--- config.mk ---
export PLATFORM = sky130hd
export DESIGN_NAME = ifetch
export DESIGN_NICKNAME = d
export VERILOG_FILES = /design/src/rtl/ifetch.sv
export SDC_FILE = /design/constraint.sdc
export NUM_CORES = 1
export LEC_CHECK = 0
export CAP_MARGIN = 20
export CORE_ASPECT_RATIO = 1.4
export CORE_MARGIN = 1
export CORE_UTILIZATION = 46
export DETAILED_ROUTE_END_ITERATION = 16
export GPL_TIMING_DRIVEN = 0
export PLACE_DENSITY = 0.92
export SLEW_MARGIN = 10
export SYNTH_ARGS = -nofsm -noshare
export SYNTH_HDL_FRONTEND = slang
export SYNTH_SLANG_ARGS = --single-unit
--- constraint.sdc ---
create_clock -name clk -period 2.8 [get_ports clk]
set_clock_uncertainty 0.15 [all_clocks]
set_input_delay 0.28 -clock clk [delete_from_list [all_inputs] [get_ports clk]]
set_output_delay 0.28 -clock clk [all_outputs]
set_load 0.02 [all_outputs]
--- src/rtl/ifetch.sv ---
// Instruction fetch stage: issues one memory request at a time, holds the
// returned instruction for decode, and honours redirects from control.
// Optional feature: define IFETCH_STALL_EN to add a 'stall' input that
// freezes a presented instruction while stall=1.
module ifetch #(
    parameter int ADDR_W  = 8,
    parameter int INSTR_W = 16
) (
    input  logic               clk,
    input  logic               reset,
    output logic               imem_req,
    output logic [ADDR_W-1:0]  imem_addr,
    input  logic               imem_ack,
    input  logic [INSTR_W-1:0] imem_rdata,
    input  logic               redirect,
    input  logic [ADDR_W-1:0]  redirect_target,
    output logic [INSTR_W-1:0] instr,
    output logic [3:0]         op,
    output logic [ADDR_W-1:0]  pc,
    output logic               instr_valid,
    input  logic               instr_ready
`ifdef IFETCH_STALL_EN
    ,
    input  logic               stall
`endif
);

    // FETCH: request outstanding, HOLD: instruction presented,
    // FLUSH: request outstanding whose data will be thrown away
    typedef enum logic [1:0] {
        FETCH = 2'd0,
        HOLD  = 2'd1,
        FLUSH = 2'd2
    } state_t;

    localparam logic [ADDR_W-1:0] PC_STEP = {{(ADDR_W-1){1'b0}}, 1'b1};

    state_t              state, state_nxt;
    logic [ADDR_W-1:0]   fetch_pc, fetch_pc_nxt;
    logic [ADDR_W-1:0]   target, target_nxt;
    logic [INSTR_W-1:0]  instr_nxt;
    logic [ADDR_W-1:0]   pc_nxt;
    logic                hold_stall;

`ifdef IFETCH_STALL_EN
    assign hold_stall = stall;
`else
    assign hold_stall = 1'b0;
`endif

    // Handshake outputs come from the state; reset masks them immediately
    assign imem_req    = (state != HOLD) && !reset;
    assign imem_addr   = fetch_pc;
    assign instr_valid = (state == HOLD) && !reset;
    assign op          = instr[INSTR_W-1 -: 4];

    // Next-state and datapath updates for each fetch situation
    always_comb begin
        state_nxt    = state;
        fetch_pc_nxt = fetch_pc;
        target_nxt   = target;
        instr_nxt    = instr;
        pc_nxt       = pc;
        case (state)
            FETCH: begin
                if (imem_ack) begin
                    if (redirect) begin
                        fetch_pc_nxt = redirect_target;
                    end else begin
                        instr_nxt    = imem_rdata;
                        pc_nxt       = fetch_pc;
                        fetch_pc_nxt = fetch_pc + PC_STEP;
                        state_nxt    = HOLD;
                    end
                end else if (redirect) begin
                    target_nxt = redirect_target;
                    state_nxt  = FLUSH;
                end
            end
            FLUSH: begin
                if (imem_ack) begin
                    fetch_pc_nxt = redirect ? redirect_target : target;
                    state_nxt    = FETCH;
                end else if (redirect) begin
                    target_nxt = redirect_target;
                end
            end
            HOLD: begin
                if (redirect) begin
                    fetch_pc_nxt = redirect_target;
                    state_nxt    = FETCH;
                end else if (instr_ready && !hold_stall) begin
                    state_nxt = FETCH;
                end
            end
            default: begin
                state_nxt = FETCH;
            end
        endcase
    end

    // State and datapath registers with synchronous reset
    always_ff @(posedge clk) begin
        if (reset) begin
            state    <= FETCH;
            fetch_pc <= '0;
            target   <= '0;
            instr    <= '0;
            pc       <= '0;
        end else begin
            state    <= state_nxt;
            fetch_pc <= fetch_pc_nxt;
            target   <= target_nxt;
            instr    <= instr_nxt;
            pc       <= pc_nxt;
        end
    end

endmodule

==> summary.md, run 1 <==
| Metric | Value |
|---|---|
| Status | complete, no violations |
| RSZ-0062 raised after global routing | no |
| Register share of total power | 0.463 |
| Int Pwr | roughly 0.0010 W |
| Max-slew violations | 0 |
| DR pass1 iterations | 4 |
| Gpl congestion | 0.961 |
| Cells on worst reg2reg path | 7 |
| Synth Area per Inst | 7.70 um2 |
| Post-synthesis register bit count | 42 |
| Cells after Synth | 266 |
| Crit start category | flop |
| CP max FO | 9 |
| Synth Net Count | 300 |
| Largest family of logic cells by synthesized area | simple AND/OR/NAND/NOR gates |
| XOR/XNOR Fraction of Synth Area | 0.00427 |
| Share of post-route cells with drive strength above 1 | 0.0885 |
| R2R Path End | imem_addr[6]$_SDFFE_PP0P_ |
| Most frequent cell after synthesis | nand2_1 |
| Synth async-reset ratio | 0 |
| Vias | just over 2000 |
| Final WS setup | 0.542 ns |
| Pre-CTS setup slack | 0.588 ns |
| Ant diodes | 0 |
| Initial antenna violation count | 0 |
| Hold WC Path Type | flop to flop |
| Via density | 5.19 |
| Max_cap viols | 0 |
| HPWL after DPL | 3.89 mm |
| First-pass GRT wire length | 8.42 mm |
| DRC errors left | 0 |
| Post-synth top area share | 0.410 |
| Synth unique cells | 40 |
| Crit path from | state[1]$_SDFFE_PP0P_ |
| Htree depth | 2 |
| Met2 wire len | 2.70 mm |
| Tmin final | 2.26 ns |
| Row count | 28 |
| Number of synthesized flops with an enable pin | 0 |
| GRT overflow | 0 |
| Synth Area in Adders | 0.0305 |
| Met3 wire length | 201 um |
| ANT nets after route | 0 |
| Arr. time, crit path | 1.83 ns |
| IO Port Bufs | 65 |
| FMAX | 0.443 GHz |
| WL/cell | 12.9 um |
| Postcts setup bufs | 0 |
| Initial Utilization | 0.483 |
| Crit. End Element | primary output |
| Hold path depth | 2 |
| Core Util, Final | 0.675 |
| Hold Startpoint | pc[3]$_SDFFE_PP0P_ |
| IO Count | 67 |
| Critical setup path kind | flop to primary output |
| Die Y | 81.0 um |
| Combinational fraction of design power | 0.275 |
| DRT iter0 DRCs | 134 |
| Final #Nets | between 300 and 400 |
| Clock-pin slew on the worst setup and hold paths | around 0.080 ns |
| Post-synth top area cell | dfxtp_1 |
| Fill cells | 350 |
| Post-cts sizing count | 0 |
| Fin. Hold Viols | 0 |
| Slack of the worst reg-to-reg path | approximately 0.63 ns |
| Final setup TNS | 0 ns |
| Slew headroom | 0.615 |
| CTS hold repair buffers | 0 |
| Footprint of the multi-input gates | 1050 um2 |
| Clock sink total | 42 |
| Peak supply drop | 374 uV |
| TritonCTS clock tree | yes |
| Uppermost layer routed | met4 |
| Leak pwr | ~1 nW |
| Largest cells by area after synthesis | dfxtp_1 (41%), nand2_1 (13%), a21oi_1 (9.3%) |
| Data required, critical path | 2.37 ns |
| Register area share after synthesis | 0.410 |
| Post-synth top cells | nand2_1 (72), dfxtp_1 (42), a21oi_1 (38) |
| Final Setup Violations | 0 |
| Area growth syn-to-layout | 39.6% |
| Worst r2r src | state[0]$_SDFFE_PP0P_ |
| Hold_ws | 0.304 ns |
| Clock Power Share | 0.262 |
| Root buffer selected by CTS | clkbuf_8 |
| Clock latency on the worst-skew pair | approximately 0.29 ns |
| Final period util | 0.807 |
| Synth Area in Compound Gates | 0.222 |
| Die width | 58.4 um |
| Pwr/cell area | 509 nW/um2 |
| Largest net degree at the start of global routing | 14 |
| Hold EP | pc[3]$_SDFFE_PP0P_ |
| Vias in the first global route | 1870 |
| Post-synthesis simple-gate area fraction | 0.234 |
| Metal1 wirelength | 2.10 mm |
| Reg area | 841 um2 |
| NetSw | 0.000460 W |
| Tightest Pin Transition | 0.578 ns |
| Synth Cell Area | 2050 um2 |
| Num CTS Buffers | 5 |
| Post-synthesis mux area share | 0.0201 |
| Clock tree buffer depth | 2 |
| Main synth FF type | dfxtp_1 |
| DIE AREA | 4730 um2 |
| Synth warn | 0 |
| Core Box Area | 4240 um2 |
| Routed wire length | 5.15 mm |
| Global-route usage over all layers | 0.229 |
| Switching Fraction | 0.315 |
## kinds of logic after synthesis
kind of cell | count (synthesis)
buffers and inverters | 31
AO/OA/AOI/OAI | 73
AND/OR/NAND/NOR | 110
flip-flops | 42
multiplexers | 4
adder cells (fa/ha/maj) | 5
XOR/XNOR | 1
## state kept, by name (all words and copies together) (netlist names)
name       cells
instr         16
imem_addr      8
pc             8
target         8
state          2
## cells in the final DEF (no fill, tap or decap), types with 3 or more instances in the layout
cell type / synthesis / layout
a211oi_2: 3 / 3
ha_1: 5 / 5
buf_4: 4 / 4
clkbuf_8: 0 / 5
nor2b_1: 4 / 4
a21oi_2: 3 / 3
a21oi_1: 38 / 38
buf_2: 6 / 6
mux2i_1: 3 / 3
clkdlybuf4s50_1: 0 / 65
inv_1: 7 / 7
nand2_1: 72 / 72
nor2_1: 6 / 6
nand3_1: 16 / 16
clkbuf_1: 10 / 11
o211ai_1: 3 / 3
a21boi_0: 3 / 3
buf_6: 3 / 3
o21ai_0: 9 / 9
dfxtp_1: 42 / 42
## power groups by stage
stage,sequential (W),clock [W],combinational [W]
finish,0.000675,0.000383,0.000400
global placement,0.000687,0,0.000388
CTS,0.000674,0.000386,0.000399
detailed placement,0.000689,0,0.000396
floorplan,0.000719,0,0.000203
global route,0.000681,0.000415,0.000437
## stage by stage
step,power [W],area [um2],instances
finish,0.00146,2860,399
floorplan,0.000923,2050,266
CTS,0.00146,2860,399
global route,0.00153,2860,399
global placement,0.00108,2780,391
detailed placement,0.00108,2780,391
## area by class of cell
cell class,instances,area share
Inverter,8,0.0105
Timing Repair Buffer,65,0.227
Clock inverter,2,0.00481
Tap cell,60,0.0262
Clock buffer,6,0.0254
Buffer,23,0.0459
Multi-Input combinational cell,193,0.366
Sequential cell,42,0.294
## metal layers
| layer | global-route usage | up-vias |
|---|---|---|
| met5 | 0 | - |
| met4 | 0.0929 | 0 |
| met3 | 0.0350 | 13 |
| met2 | 0.407 | 64 |
| met1 | 0.271 | 948 |
| li1 | - | 1047 |
## how the worst max path moves through the flow
stage / endpoint / cells past startpoint
finish: instr_valid / 5
global route: imem_req / 5
floorplan: imem_addr[6]$_SDFFE_PP0P_ / 7
CTS: imem_req / 5
detailed placement: imem_addr[6]$_SDFFE_PP0P_ / 5
global placement: imem_addr[6]$_SDFFE_PP0P_ / 5
## worst max-delay path: stages (launching register included)
cell and delay (ns):
dfxtp_1 0.34, inv_1 0.08, ha_1 0.13, buf_2 0.20
nor2b_1 0.17, clkdlybuf4s50_1 0.61
(Power assumes the default switching activity.)
==> inputs of run 2 (changes only) <==
clock period = 2.2 ns   (was 2.8 ns; I/O delays follow)
==> run 2 against run 1 <==
Utilization up 0.50 points. Critical path depth grew 4. Register-to-register slack worse by 0.53 ns. Final area up 0.74%.
==> summary.md, run 2 (same netlist as run 1, synthesis figures left out) <==
| Metric | Value |
|---|---|
| CP max FO | 10 (+1) |
| Initial antenna violation count | 0 (unchanged) |
| Via density | 5.22 (+0.56%) |
| Clock sink total | 42 (unchanged) |
| Clock latency on the worst-skew pair | 0.29 ns (about the same) |
| Pwr/cell area | 649 nW/um2 (+27%) |
| Gpl congestion | 0.961 (unchanged) |
| Tmin final | 2.10 ns |
| Hold Startpoint | reset |
| Core Box Area | 4240 um2 (unchanged) |
| Hold EP | imem_addr[6]$_SDFFE_PP0P_ |
| Worst r2r src | state[0]$_SDFFE_PP0P_ |
| Leak pwr | 1.05 nW (+1.8%) |
| Metal1 wirelength | 2.17 mm (+3.4%) |
| Post-placement cell count | 391 (unchanged) |
| Initial Utilization | 0.483 (unchanged) |
| TritonCTS clock tree | yes |
| Data required, critical path | 2.27 ns (-0.10 ns) |
| Max reg flops | 16 (unchanged) |
| Global-route usage over all layers | 0.229 (+0.000332) |
| IO Count | 67 (unchanged) |
| Met3 wire length | 228 um (+13%) |
| DRC errors left | 0 (unchanged) |
| First-pass GRT wire length | 8.42 mm (about the same) |
| Peak supply drop | 476 uV (+27%) |
| Vias | 2094 (+1.1%) |
| CP most frequent cell | buf_6 |
| Buf/Inv on CP | 4 (+1) |
| Cells on worst reg2reg path | 9 (+2) |
| Critical setup path kind | flop to flop |
| DR pass1 iterations | 4 (unchanged) |
| CP cell instances | inv_1 -> ha_1 -> buf_6 -> o21ba_1 -> buf_6 -> nor3_4 -> buf_2 -> a21oi_2 -> a211oi_2 |
| Final period util | 0.955 |
| Share of post-route cells with drive strength above 1 | 0.103 (+0.0141) |
| Pre-CTS setup slack | 0.0477 ns (-0.540 ns) |
| Slew headroom | 0.585 (-0.0297) |
| Most common cell after layout, fill and taps aside | nand2_1 |
| Die width | 58.4 um (unchanged) |
| Area growth syn-to-layout | 40.7% |
| Non-filler instance count after layout | 401 (+0.50%) |
| Htree depth | 2 (unchanged) |
| Crit. End Element | flop |
| Num CTS Buffers | 5 (unchanged) |
| Largest net degree at the start of global routing | 14 (unchanged) |
| DRT iter0 DRCs | 124 (-7.5%) |
| Final Setup Violations | 0 (unchanged) |
| ANT nets after route | 0 (unchanged) |
| Clock-pin slew on the worst setup and hold paths | 0.08 ns (about the same) |
| Hold path depth | 2 (unchanged) |
| Final #Nets | 374 (+0.54%) |
| Row count | 28 (unchanged) |
| Most frequent cells in the layout | nand2_1 (72), clkdlybuf4s50_1 (63), dfxtp_1 (41) |
| Final WS setup | 0.0979 ns (-0.444 ns) |
| Crit path largest cell delay | 0.35 ns (-0.26 ns) |
| Max_cap viols | 0 (unchanged) |
| Arr. time, crit path | 2.17 ns (+0.34 ns) |
| Routed wire length | 5.32 mm (+3.3%) |
| Root buffer selected by CTS | clkbuf_8 |
| Core Util, Final | 0.680 (+0.00502) |
| Hold WC Path Type | input pin to flop |
| IO Port Bufs | 65 (unchanged) |
| Slack of the worst reg-to-reg path | 0.1 ns (-0.53 ns) |
| GRT overflow | 0 (unchanged) |
| Reg with most FFs | instr |
| Ant diodes | 0 (unchanged) |
| Clock tree buffer depth | 2 (unchanged) |
| Fin. Hold Viols | 0 (unchanged) |
| R2R Path End | imem_addr[4]$_SDFFE_PP0P_ |
| Max-slew violations | 0 (unchanged) |
| Die Y | 81.0 um (unchanged) |
| Cell at the slowest stage of the critical path | dfxtp_2 |
| Vias in the first global route | 1870 (unchanged) |
| Hold_ws | 0.247 ns (-0.0567 ns) |
| Status | complete, no violations |
| FMAX | ~0.48 GHz |
| DIE AREA | 4730 um2 (unchanged) |
| HPWL after DPL | 3.89 mm (unchanged) |
| WL/cell | 13.3 um (+2.8%) |
| Tightest Pin Transition | 0.623 ns (+0.0445 ns) |
| Crit start category | flop |
| CP top delay family | buffers and inverters |
| Uppermost layer routed | met4 |
| Met2 wire len | 2.79 mm (+3.6%) |
-- run 2: changes by cell type in the layout (fill, tap and decap cells not counted), sizes merged --
cell | previous run | this run
dlygate4sd2 | 0 | 2
clkbuf | 16 | 15
clkdlybuf4s50 | 65 | 63
buf | 13 | 16
-- run 2: what timing repair did --
item,4_1_cts,5_1_grt
resized for setup,2,2
buffers inserted,0,2
hold buffers,0,0
cloned,0,1
pin swaps,0,1
setup endpoints to repair,2,6
-- run 2: power breakdown --
part / switching (W) / internal [W] / total (W)
combinational: 0.000282 / 0.000243 / 0.000525
sequential: 0.0000492 / 0.000811 / 0.000860
clock: 0.000263 / 0.000224 / 0.000487
total: 0.000594 / 0.00128 / 0.00187
-- run 2: stage by stage --
step / total power (W) / instance area (um2) / setup TNS, ns
after global placement: 0.00137 / 2780 / 0
after global routing: 0.00196 / 2880 / -0.00486
final: 0.00187 / 2880 / 0
after CTS: 0.00186 / 2860 / 0
after detailed placement: 0.00138 / 2780 / 0
after floorplan: 0.00117 / 2050 / 0
-- run 2: final cells by class --
class	count	area [um2]
fill	354	1360
inverter	8	30.0
timing repair buffer	68	668
multi-input combinational	193	1050
buffer	22	128
sequential	42	842
clock inverter	2	13.8
tap	60	75.1
clock buffer	6	72.6
-- run 2: worst max-delay path by stage --
stage,startpoint,slack (ns),depth (start not counted),to
after floorplan,state[0]$_SDFFE_PP0P_,0.25,7,imem_addr[6]$_SDFFE_PP0P_
after global placement,state[0]$_SDFFE_PP0P_,0.13,7,imem_addr[6]$_SDFFE_PP0P_
after detailed placement,imem_ack,0.05,5,imem_addr[6]$_SDFFE_PP0P_
after CTS,state[0]$_SDFFE_PP0P_,0.04,7,imem_addr[6]$_SDFFE_PP0P_
after global routing,state[0]$_SDFFE_PP0P_,-0.002,9,imem_addr[7]$_SDFFE_PP0P_
final,state[0]$_SDFFE_PP0P_,0.1,9,imem_addr[4]$_SDFFE_PP0P_
-- run 2: per-layer routing --
metal	up-vias	track usage
li1	1048	-
met1	952	0.271
met5	-	0
met3	11	0.0350
met2	83	0.408
met4	0	0.0929
-- run 2: worst reg2reg max path, delay by kind of cell, from the launching register on --
kind | cells | cell delay, ns
buf+inv | 4 | 0.58
compound gates | 3 | 0.46
fa+ha+maj | 1 | 0.21
flops | 1 | 0.35
simple gates | 1 | 0.28
